**src/rtl/coin_return_dispenser_pkg.sv**
```systemverilog
// coin_return_dispenser_pkg: shared widths, coin values, one-hot coin codes and FSM states
package coin_return_dispenser_pkg;
  localparam int kTotalBits = 16;
  localparam int kNumCoins = 3;
  localparam int kVal100 = 100;
  localparam int kVal500 = 500;
  localparam int kVal1000 = 1000;
  localparam logic [kNumCoins-1:0] kCoin100 = 3'b001;
  localparam logic [kNumCoins-1:0] kCoin500 = 3'b010;
  localparam logic [kNumCoins-1:0] kCoin1000 = 3'b100;
`ifdef HOPPER_TIMEOUT_EN
  typedef enum logic [2:0] {IDLE, SELECT, OFFER, DONE, FAULT} state_t;
`else
  typedef enum logic [2:0] {IDLE, SELECT, OFFER, DONE} state_t;
`endif
endpackage

```
**src/rtl/coin_return_dispenser_coin_select.sv**
```systemverilog
// coin_return_dispenser_coin_select: largest coin that fits the remaining amount, with its value
module coin_return_dispenser_coin_select
  import coin_return_dispenser_pkg::*;
#(
  parameter int TOTAL_BITS = kTotalBits,
  parameter int NUM_COINS = kNumCoins
) (
  input  logic [TOTAL_BITS-1:0] remaining,
  output logic [NUM_COINS-1:0]  coin,
  output logic [TOTAL_BITS-1:0] value
);
  logic ge1000, ge500, ge100;
  assign ge1000 = remaining >= TOTAL_BITS'(kVal1000);
  assign ge500 = remaining >= TOTAL_BITS'(kVal500);
  assign ge100 = remaining >= TOTAL_BITS'(kVal100);
  always_comb begin
    coin = ge1000 ? NUM_COINS'(kCoin1000) : ge500 ? NUM_COINS'(kCoin500) :
           ge100 ? NUM_COINS'(kCoin100) : '0;
    value = ge1000 ? TOTAL_BITS'(kVal1000) : ge500 ? TOTAL_BITS'(kVal500) :
            ge100 ? TOTAL_BITS'(kVal100) : '0;
  end
endmodule

```
**src/rtl/coin_return_dispenser.sv**
```systemverilog
// coin_return_dispenser: greedy coin refund over a valid/ready hopper handshake.
// Optional hopper timeout with sticky fault when HOPPER_TIMEOUT_EN is defined.
module coin_return_dispenser
  import coin_return_dispenser_pkg::*;
#(
  parameter int TOTAL_BITS = kTotalBits,
  parameter int NUM_COINS = kNumCoins,
  parameter int TIMEOUT_CYCLES = 256
) (
  input  logic                  clk,
  input  logic                  reset,
  input  logic                  i_return_req,
  input  logic [TOTAL_BITS-1:0] i_total,
  output logic                  o_hopper_valid,
  input  logic                  i_hopper_ready,
  output logic [NUM_COINS-1:0]  o_hopper_coin,
  output logic                  o_busy,
  output logic                  o_done,
  output logic [TOTAL_BITS-1:0] o_dispensed,
  output logic [TOTAL_BITS-1:0] o_remaining,
  output logic                  o_fault
);
  state_t state, state_n;
  logic [NUM_COINS-1:0] coin, coin_n, sel_coin;
  logic [TOTAL_BITS-1:0] rem, rem_n, disp, disp_n, sel_val;
  coin_return_dispenser_coin_select #(
    .TOTAL_BITS(TOTAL_BITS),
    .NUM_COINS(NUM_COINS)
  ) u_sel (
    .remaining(rem),
    .coin(sel_coin),
    .value(sel_val)
  );
`ifdef HOPPER_TIMEOUT_EN
  localparam int CW = $clog2(TIMEOUT_CYCLES + 1);
  logic [CW-1:0] cnt, cnt_n;
  always_ff @(posedge clk or posedge reset)
    if (reset) cnt <= '0;
    else cnt <= cnt_n;
`else
  logic [31:0] unused_timeout;
  assign unused_timeout = 32'(TIMEOUT_CYCLES);
`endif
  always_ff @(posedge clk or posedge reset)
    if (reset) begin
      state <= IDLE;
      coin <= '0;
      rem <= '0;
      disp <= '0;
    end else begin
      state <= state_n;
      coin <= coin_n;
      rem <= rem_n;
      disp <= disp_n;
    end
  // rem is stable between SELECT and acceptance, so sel_val is the offered coin's value
  always_comb begin
    state_n = state;
    coin_n = coin;
    rem_n = rem;
    disp_n = disp;
`ifdef HOPPER_TIMEOUT_EN
    cnt_n = '0;
`endif
    case (state)
      IDLE: if (i_return_req) begin
        rem_n = i_total;
        disp_n = '0;
        state_n = SELECT;
      end
      SELECT: begin
        coin_n = sel_coin;
        state_n = sel_coin == '0 ? DONE : OFFER;
      end
      OFFER: if (i_hopper_ready) begin
        rem_n = rem - sel_val;
        disp_n = disp + sel_val;
        coin_n = '0;
        state_n = SELECT;
      end
`ifdef HOPPER_TIMEOUT_EN
      else if (cnt == CW'(TIMEOUT_CYCLES - 1)) begin
        coin_n = '0;
        state_n = FAULT;
      end else cnt_n = cnt + 1'b1;
`endif
      DONE: state_n = IDLE;
      default: state_n = state;
    endcase
  end
  assign o_hopper_valid = state == OFFER;
  assign o_hopper_coin = coin;
  assign o_busy = state != IDLE;
  assign o_done = state == DONE;
  assign o_dispensed = disp;
  assign o_remaining = rem;
`ifdef HOPPER_TIMEOUT_EN
  assign o_fault = state == FAULT;
`else
  assign o_fault = 1'b0;
`endif
endmodule

```
**config.mk**
```make
export PLATFORM = sky130hd
export DESIGN_NAME = coin_return_dispenser
export DESIGN_NICKNAME = d
export VERILOG_FILES = /design/src/rtl/coin_return_dispenser_pkg.sv /design/src/rtl/coin_return_dispenser_coin_select.sv /design/src/rtl/coin_return_dispenser.sv
export SDC_FILE = /design/constraint.sdc
export NUM_CORES = 1
export LEC_CHECK = 0
export CAP_MARGIN = 30
export CORE_ASPECT_RATIO = 2
export CORE_MARGIN = 1
export CORE_UTILIZATION = 55
export CTS_CLUSTER_DIAMETER = 30
export DETAILED_ROUTE_END_ITERATION = 10
export HOLD_SLACK_MARGIN = 0.15
export PLACE_DENSITY = 0.83
export SYNTH_ARGS = -nofsm -noshare
export SYNTH_HDL_FRONTEND = slang
export SYNTH_HIERARCHICAL = 1
export SYNTH_SLANG_ARGS = --single-unit
```
**constraint.sdc**
```tcl
create_clock -name clk -period 6.8 [get_ports clk]
set_clock_uncertainty 0.15 [all_clocks]
set_input_delay 1.36 -clock clk [delete_from_list [all_inputs] [get_ports clk]]
set_output_delay 1.36 -clock clk [all_outputs]
set_load 0.02 [all_outputs]
```
# After elaboration in Yosys (flattened, before gate mapping)
# Cells that the tools add are included.
[classes]
addsub = 2
order_cmp = 3
eq_ne = 5
mux = 18
reduce_logical = 9
[ops]
columns = ["cell", "n"]
rows = [
  ["two-way mux 16 bit", 6],
  ["one-hot mux 16 bit (2 select lines)", 2],
  ["adder 16 bit", 1],
  [">= comparator 16 x 10 -> 1 bit (second input constant)", 1],
  [">= comparator 16 x 7 -> 1 bit (second input constant)", 1],
  [">= comparator 16 x 9 -> 1 bit (second input constant)", 1],
  ["subtractor 16 bit", 1],
  ["two-way mux 3 bit", 5],
  ["one-hot mux 3 bit (4 select lines)", 1],
  ["two-way mux 7 bit", 1],
  ["equality test 3 x 2 -> 1 bit (second input constant)", 2],
  ["logical NOT 3 bit", 2],
  ["one-hot mux 3 bit (2 select lines)", 1],
  ["AND reduction 3 bit", 2],
  ["nonzero test 2 bit", 2],
  ["nonzero test 4 bit", 1],
  ["equality test 3 x 1 -> 1 bit (second input constant)", 1],
  ["nonzero test 3 bit", 1],
  ["two-way mux 1 bit", 2],
  ["!= test 2 x 1 -> 1 bit (second input constant)", 1],
  ["!= test 2 bit (second input constant)", 1],
  ["AND reduction 2 bit", 1],
]
[word_totals]
regBits = 38
inputBits = 20
out_inout_bits = 39
word_cells = 41

# Logic depth before layout (Yosys ltp)
[logic_depth]
depth_word = 7
depth_mapped = 13
depth_no_buf = 12

# Hierarchy
# Netlist, hierarchy kept.
[by_module_without_submodules]
columns = ["module", "n_inst", "cells_each", "area_per_inst_um2", "seq_area_each_um2"]
rows = [
  ["coin_return_dispenser", 1, 360, 2975.4, 925.9],
  ["coin_return_dispenser_coin_select", 1, 31, 207.7, 0.0],
]

# Worst setup path after synthesis
# Ideal clock, no wire load.
[synth_timing]
path_kind = "flip-flop to flip-flop"
start = "register rem[4] (netlist: o_remaining[4])"
end = "register rem[15] (netlist: o_remaining[15])"
setup_time_ns = 0.069
arrival_ns = 3.264
required_time_ns = 6.581
setup_slack_ns = 3.318
stages_incl_launch_ff = 13
path_buffers = 1
period_less_slack_ns = 3.482
path_cell_list = "dfrtp_1 o311a_1 or3_1 or3_1 buf_4 inv_1 ha_1 a21o_1 o311ai_2 a311oi_1 or3_1 a2111o_1 nand3_1"
[synth_between]
elab_chain_cells = 7
word_cells_on_any_way = 9
classes_between = "add/sub (1); order compare (3); mux (5)"
[synth_rtl]
columns = ["item", "line_no", "text"]
rows = [
  ["from (decl)", "coin_return_dispenser.sv:25", "logic [TOTAL_BITS-1:0] rem, rem_n, disp, disp_n, sel_val;"],
  ["from (signal assigned)", "coin_return_dispenser.sv:53", "rem <= rem_n;"],
  [">= comparator 16 x 7 -> 1 bit", "coin_return_dispenser_coin_select.sv:15", "assign ge100 = remaining >= TOTAL_BITS'(kVal100);"],
  ["two-way mux 7 bit", "coin_return_dispenser_coin_select.sv:20", "ge100 ? TOTAL_BITS'(kVal100) : '0;"],
  ["two-way mux 16 bit", "coin_return_dispenser_coin_select.sv:19", "value = ge1000 ? TOTAL_BITS'(kVal1000) : ge500 ? TOTAL_BITS'(kVal500) :"],
  ["two-way mux 16 bit *", "coin_return_dispenser_coin_select.sv:19", ""],
  ["net sel_val[5]", "coin_return_dispenser.sv:25", ""],
  ["subtractor 16 bit *", "coin_return_dispenser.sv:76", "rem_n = rem - sel_val;"],
  ["two-way mux 16 bit *", "coin_return_dispenser.sv:75", "OFFER: if (i_hopper_ready) begin"],
  ["one-hot mux 16 bit (2 select lines) *", "coin_return_dispenser.sv:65", "case (state)"],
]
# The timed path passes the listed nets; every way through them passes the cells marked *. The select of a mux whose other input is x is not followed.
# A chain may end at the register's enable or synchronous reset.

# Final worst setup path
[layout_timing]
start = "register state[0]"
end = "output port o_hopper_valid"
[layout_between]
elab_chain_cells = 1
[layout_rtl]
columns = ["item", "line_no", "text"]
rows = [
  ["from (decl)", "coin_return_dispenser.sv:23", "state_t state, state_n;"],
  ["from (signal assigned)", "coin_return_dispenser.sv:51", "state <= state_n;"],
  ["equality test 3 x 2 -> 1 bit", "coin_return_dispenser.sv:91", "assign o_hopper_valid = state == OFFER;"],
  ["to (decl)", "coin_return_dispenser.sv:14", "output logic o_hopper_valid,"],
]
# No other way between the ends.

==> run summary <==
The initialized floorplan defines 38 standard-cell rows. For the H-tree level count, the log shows 2. After synthesis, the netlist uses 54 different library cells. The total count of hold-check failures in the final report is 0. The logs give 8.20 mm for the post-detailed-routing wire length and 0 for the remaining global-route overflow. The worst hold path passes through 2 cells. After synthesis, flip-flops and latches occupy 29.1% of the total area. The count of antenna-violating nets left after detailed routing is 0, and the number of enable flip-flop cells after synthesis is 0. Of the cells placed in the final design, the portion with a size suffix greater than 1 is 4.34%. For this run, the slowest stage of the critical path takes 0.70 ns. The critical path goes through nand2b_1 -> buf_4 -> inv_1 -> clkdlybuf4s50_1. The number of antenna diodes in the final layout is 0.

The number of nets at the end of the flow was 489; the maximum fanout count along the critical path was 26. Data arrives at the worst endpoint at 2.34 ns. The logs give 0 for the initial antenna violation count and 3.05 ns for the reg2reg setup slack.

The share of the synthesized area in the top cell type works out to 29.1%. The tools report the post-place instance area as 3710 sq um. The clock passes through at most 2 buffers. The number of DRC markers after the initial detailed-route iteration was 116. The number of buffers and inverters on the critical path is 3.

The slew at the pin with the worst max-slew slack was 0.722 ns; the total negative slack was 0 ns. In the final routed layout, each cell accounts on average for 16.5 um. In the synthesized netlist the async set-or-reset flop fraction comes to 100%. Counting flops and latches in the post-synthesis netlist gives 37. The number of hold buffers added after CTS was 0. The effective utilization at floorplan came out at 57.7%.

Routability-driven placement finished with a final weighted congestion of 0.915. From synthesis to final layout, the design area changed by 19.5%. Global-route wire length before repair: 13.5 mm. The quantity of I/O buffers inserted on ports was 57; the chip width was 55.8 um. For the total area of sequential cells, the log shows 926 sq um.

The global-route usage over all layers is 28.4%. The cell count after synthesis came out at 391. The wire-length estimate of the detail-placed layout is 6.22 mm.

Via count of the first global-routing pass: 2952. For this run, the top clock speed supported by timing is 260 MHz. The height of the chip was 110 um; the post-cts sizing count was 0. The logs give 0 for the number of design rule violations left after detail routing and 0.31 ns for the insertion delay to the later sink of the worst-skew pair. After layout, the worst path uses 56.6% of the clock period. Entering global routing, the biggest net connects 38 pins. The total area inside the core boundary comes to 5520 sq um.

The die covers 6110 sq um. The library cells used most frequently in the layout, excluding fill and tap cells, are 57 x sky130_fd_sc_hd__clkdlybuf4s50_1, 40 x sky130_fd_sc_hd__o21ai_0, 39 x sky130_fd_sc_hd__nand2_1. The reg-to-reg endpoint is o_remaining[15]. The category of the worst setup path launch point is a flop. The logs give 1.71 nW for the leakage power of the design and 5.29 ns for the critical path required time.

Post-CTS timing repair inserted 0 buffers for setup. The worst pin sits at a relative slew slack of 51.2%. In this run the power density over the cells is 498 nW/um^2. For the count of final setup violators, the log shows 0.

Minimum clock period after layout: 3.85 ns. The total iterations of the first detailed-routing run is 4. The worst setup path is captured at a primary output.

The tool flagged a number of max-cap violations equal to 0. The type of the worst setup path is flop to primary output. Dividing the detail-routed via count by the number of cells gives 6.06.

The Yosys step of the flow raised 6 warnings. The worst register-to-register path begins at o_remaining[13]. Among cell families on the critical path, the largest total delay comes from buffers and inverters. After synthesis, the cell types taking the most area are sky130_fd_sc_hd__dfrtp_1 29%, sky130_fd_sc_hd__ha_1 12%, sky130_fd_sc_hd__o21ai_0 6.3%. VDD sags by at most 0.332 mV.

TritonCTS built the clock tree. For this design the top-level I/O count stands at 59. The most common cell after layout, fill and taps aside is sky130_fd_sc_hd__clkdlybuf4s50_1.

The flow ran to the end, and the final reports show no timing, DRC or antenna violations. The biggest area consumer among synthesized cells is sky130_fd_sc_hd__dfrtp_1. Setup repair after global routing left no endpoint under its margin.

Area of combinational cells with multiple inputs: 2020 sq um. The worst hold path begins at o_dispensed[11]. The cell area after layout is 3800 sq um. After filler insertion, the fill cell instance count of the layout stands at 482.

The run gives 5 as the total clock buffers created by CTS. The path depth of the worst reg2reg path came out at 11. The logs give 3019 for the count of vias placed by the detailed router and 37 for the number of clock sinks. The average instance in the mapped netlist occupies 8.14 sq um. The min-delay analysis places its worst path in the category flop to flop. After clock tree synthesis, the clock-pin slew on the worst setup and hold paths is 0.08 ns. The total count of max-transition violations in the final report is 0. The clock root buffer master is sky130_fd_sc_hd__clkbuf_8. The tools report the cell area after synthesis as 3180 sq um. Hold-critical path endpoint: o_dispensed[11]. Among all flip-flop cells after synthesis, the most frequent one is sky130_fd_sc_hd__dfrtp_1. Among all stages on the critical path, the largest delay is contributed by sky130_fd_sc_hd__clkdlybuf4s50_1.
report_power, final:
part	total, mW	internal, mW	switching, mW
combinational	1.28	0.574	0.710
sequential	0.446	0.322	0.125
clock	0.162	0.0723	0.0894
total	1.89	0.968	0.924
Yosys cell counts, types with 8 or more instances:
cell type and count:
sky130_fd_sc_hd__o21ai_0 40, sky130_fd_sc_hd__nand2_1 39, sky130_fd_sc_hd__dfrtp_1 37, sky130_fd_sc_hd__a21oi_1 35, sky130_fd_sc_hd__ha_1 30, sky130_fd_sc_hd__inv_1 27, sky130_fd_sc_hd__nor2_1 21, sky130_fd_sc_hd__buf_4 15
sky130_fd_sc_hd__xnor2_1 14, sky130_fd_sc_hd__clkbuf_1 12, sky130_fd_sc_hd__o21a_1 8
layout make-up:
| cell class | instances | area share [%] |
|---|---|---|
| Timing Repair Buffer | 60 | 15.6 |
| Multi-Input combinational cell | 306 | 53.1 |
| Sequential cell | 37 | 24.4 |
| Inverter | 27 | 2.67 |
| Clock buffer | 6 | 1.91 |
| Tap cell | 60 | 1.97 |
| Clock inverter | 2 | 0.395 |
metal layers:
| metal | vias up | GRT usage (%) | part of all wire [%] |
|---|---|---|---|
| li1 | 1469 | - | - |
| met1 | 1415 | 28.3 | 36 |
| met2 | 104 | 55.2 | 54 |
| met3 | 31 | 3.88 | 4.6 |
| met4 | 0 | 15.9 | 4.9 |
| met5 | - | 0 | 0 |
cell families after synthesis:
| family | synth area share (%) |
|---|---|
| compound gates | 25.2 |
| simple gates | 17.1 |
| buf+inv | 8.29 |
| flops | 29.1 |
| fa+ha+maj | 13.1 |
| xor+xnor | 5.78 |
| mux | 1.30 |
| other cells | 0.236 |
tightest hold or removal path: cells and delay by family, from the launching register on:
family / cells / cell delay [ns]
simple gates: 1 / 0.05
flops: 1 / 0.38
compound gates: 1 / 0.06
sequential cells by signal (all words and copies together), names as in the netlist:
signal,count
o_dispensed,16
o_hopper_coin,3
o_remaining,16
state,2
worst max-delay path by stage:
| stage | start | end | slack (ns) | cells after the start |
|---|---|---|---|---|
| after detailed placement | o_remaining[13] | o_remaining[15] | 3.08 | 11 |
| after CTS | state[0] | o_hopper_valid | 2.94 | 4 |
| after global routing | o_remaining[13] | o_remaining[14] | 2.74 | 12 |
| after floorplan | o_remaining[4] | o_remaining[15] | 3.32 | 12 |
| after global placement | o_remaining[4] | o_remaining[15] | 3.20 | 12 |
| final | state[0] | o_hopper_valid | 2.95 | 4 |
per-stage QoR:
step	setup slack (ns)	instances	power [mW]	util (%)	hold WS, ns
4_1_cts	2.94	498	1.88	68.9	0.376
2_1_floorplan	3.32	398	1.31	-	0.381
3_3_place_gp	3.20	489	1.68	67.2	0.347
6_report	2.95	498	1.89	68.9	0.371
5_1_grt	2.74	498	2.04	68.9	0.391
3_5_place_dp	3.08	490	1.71	67.4	0.357
(Power assumes the default switching activity.)
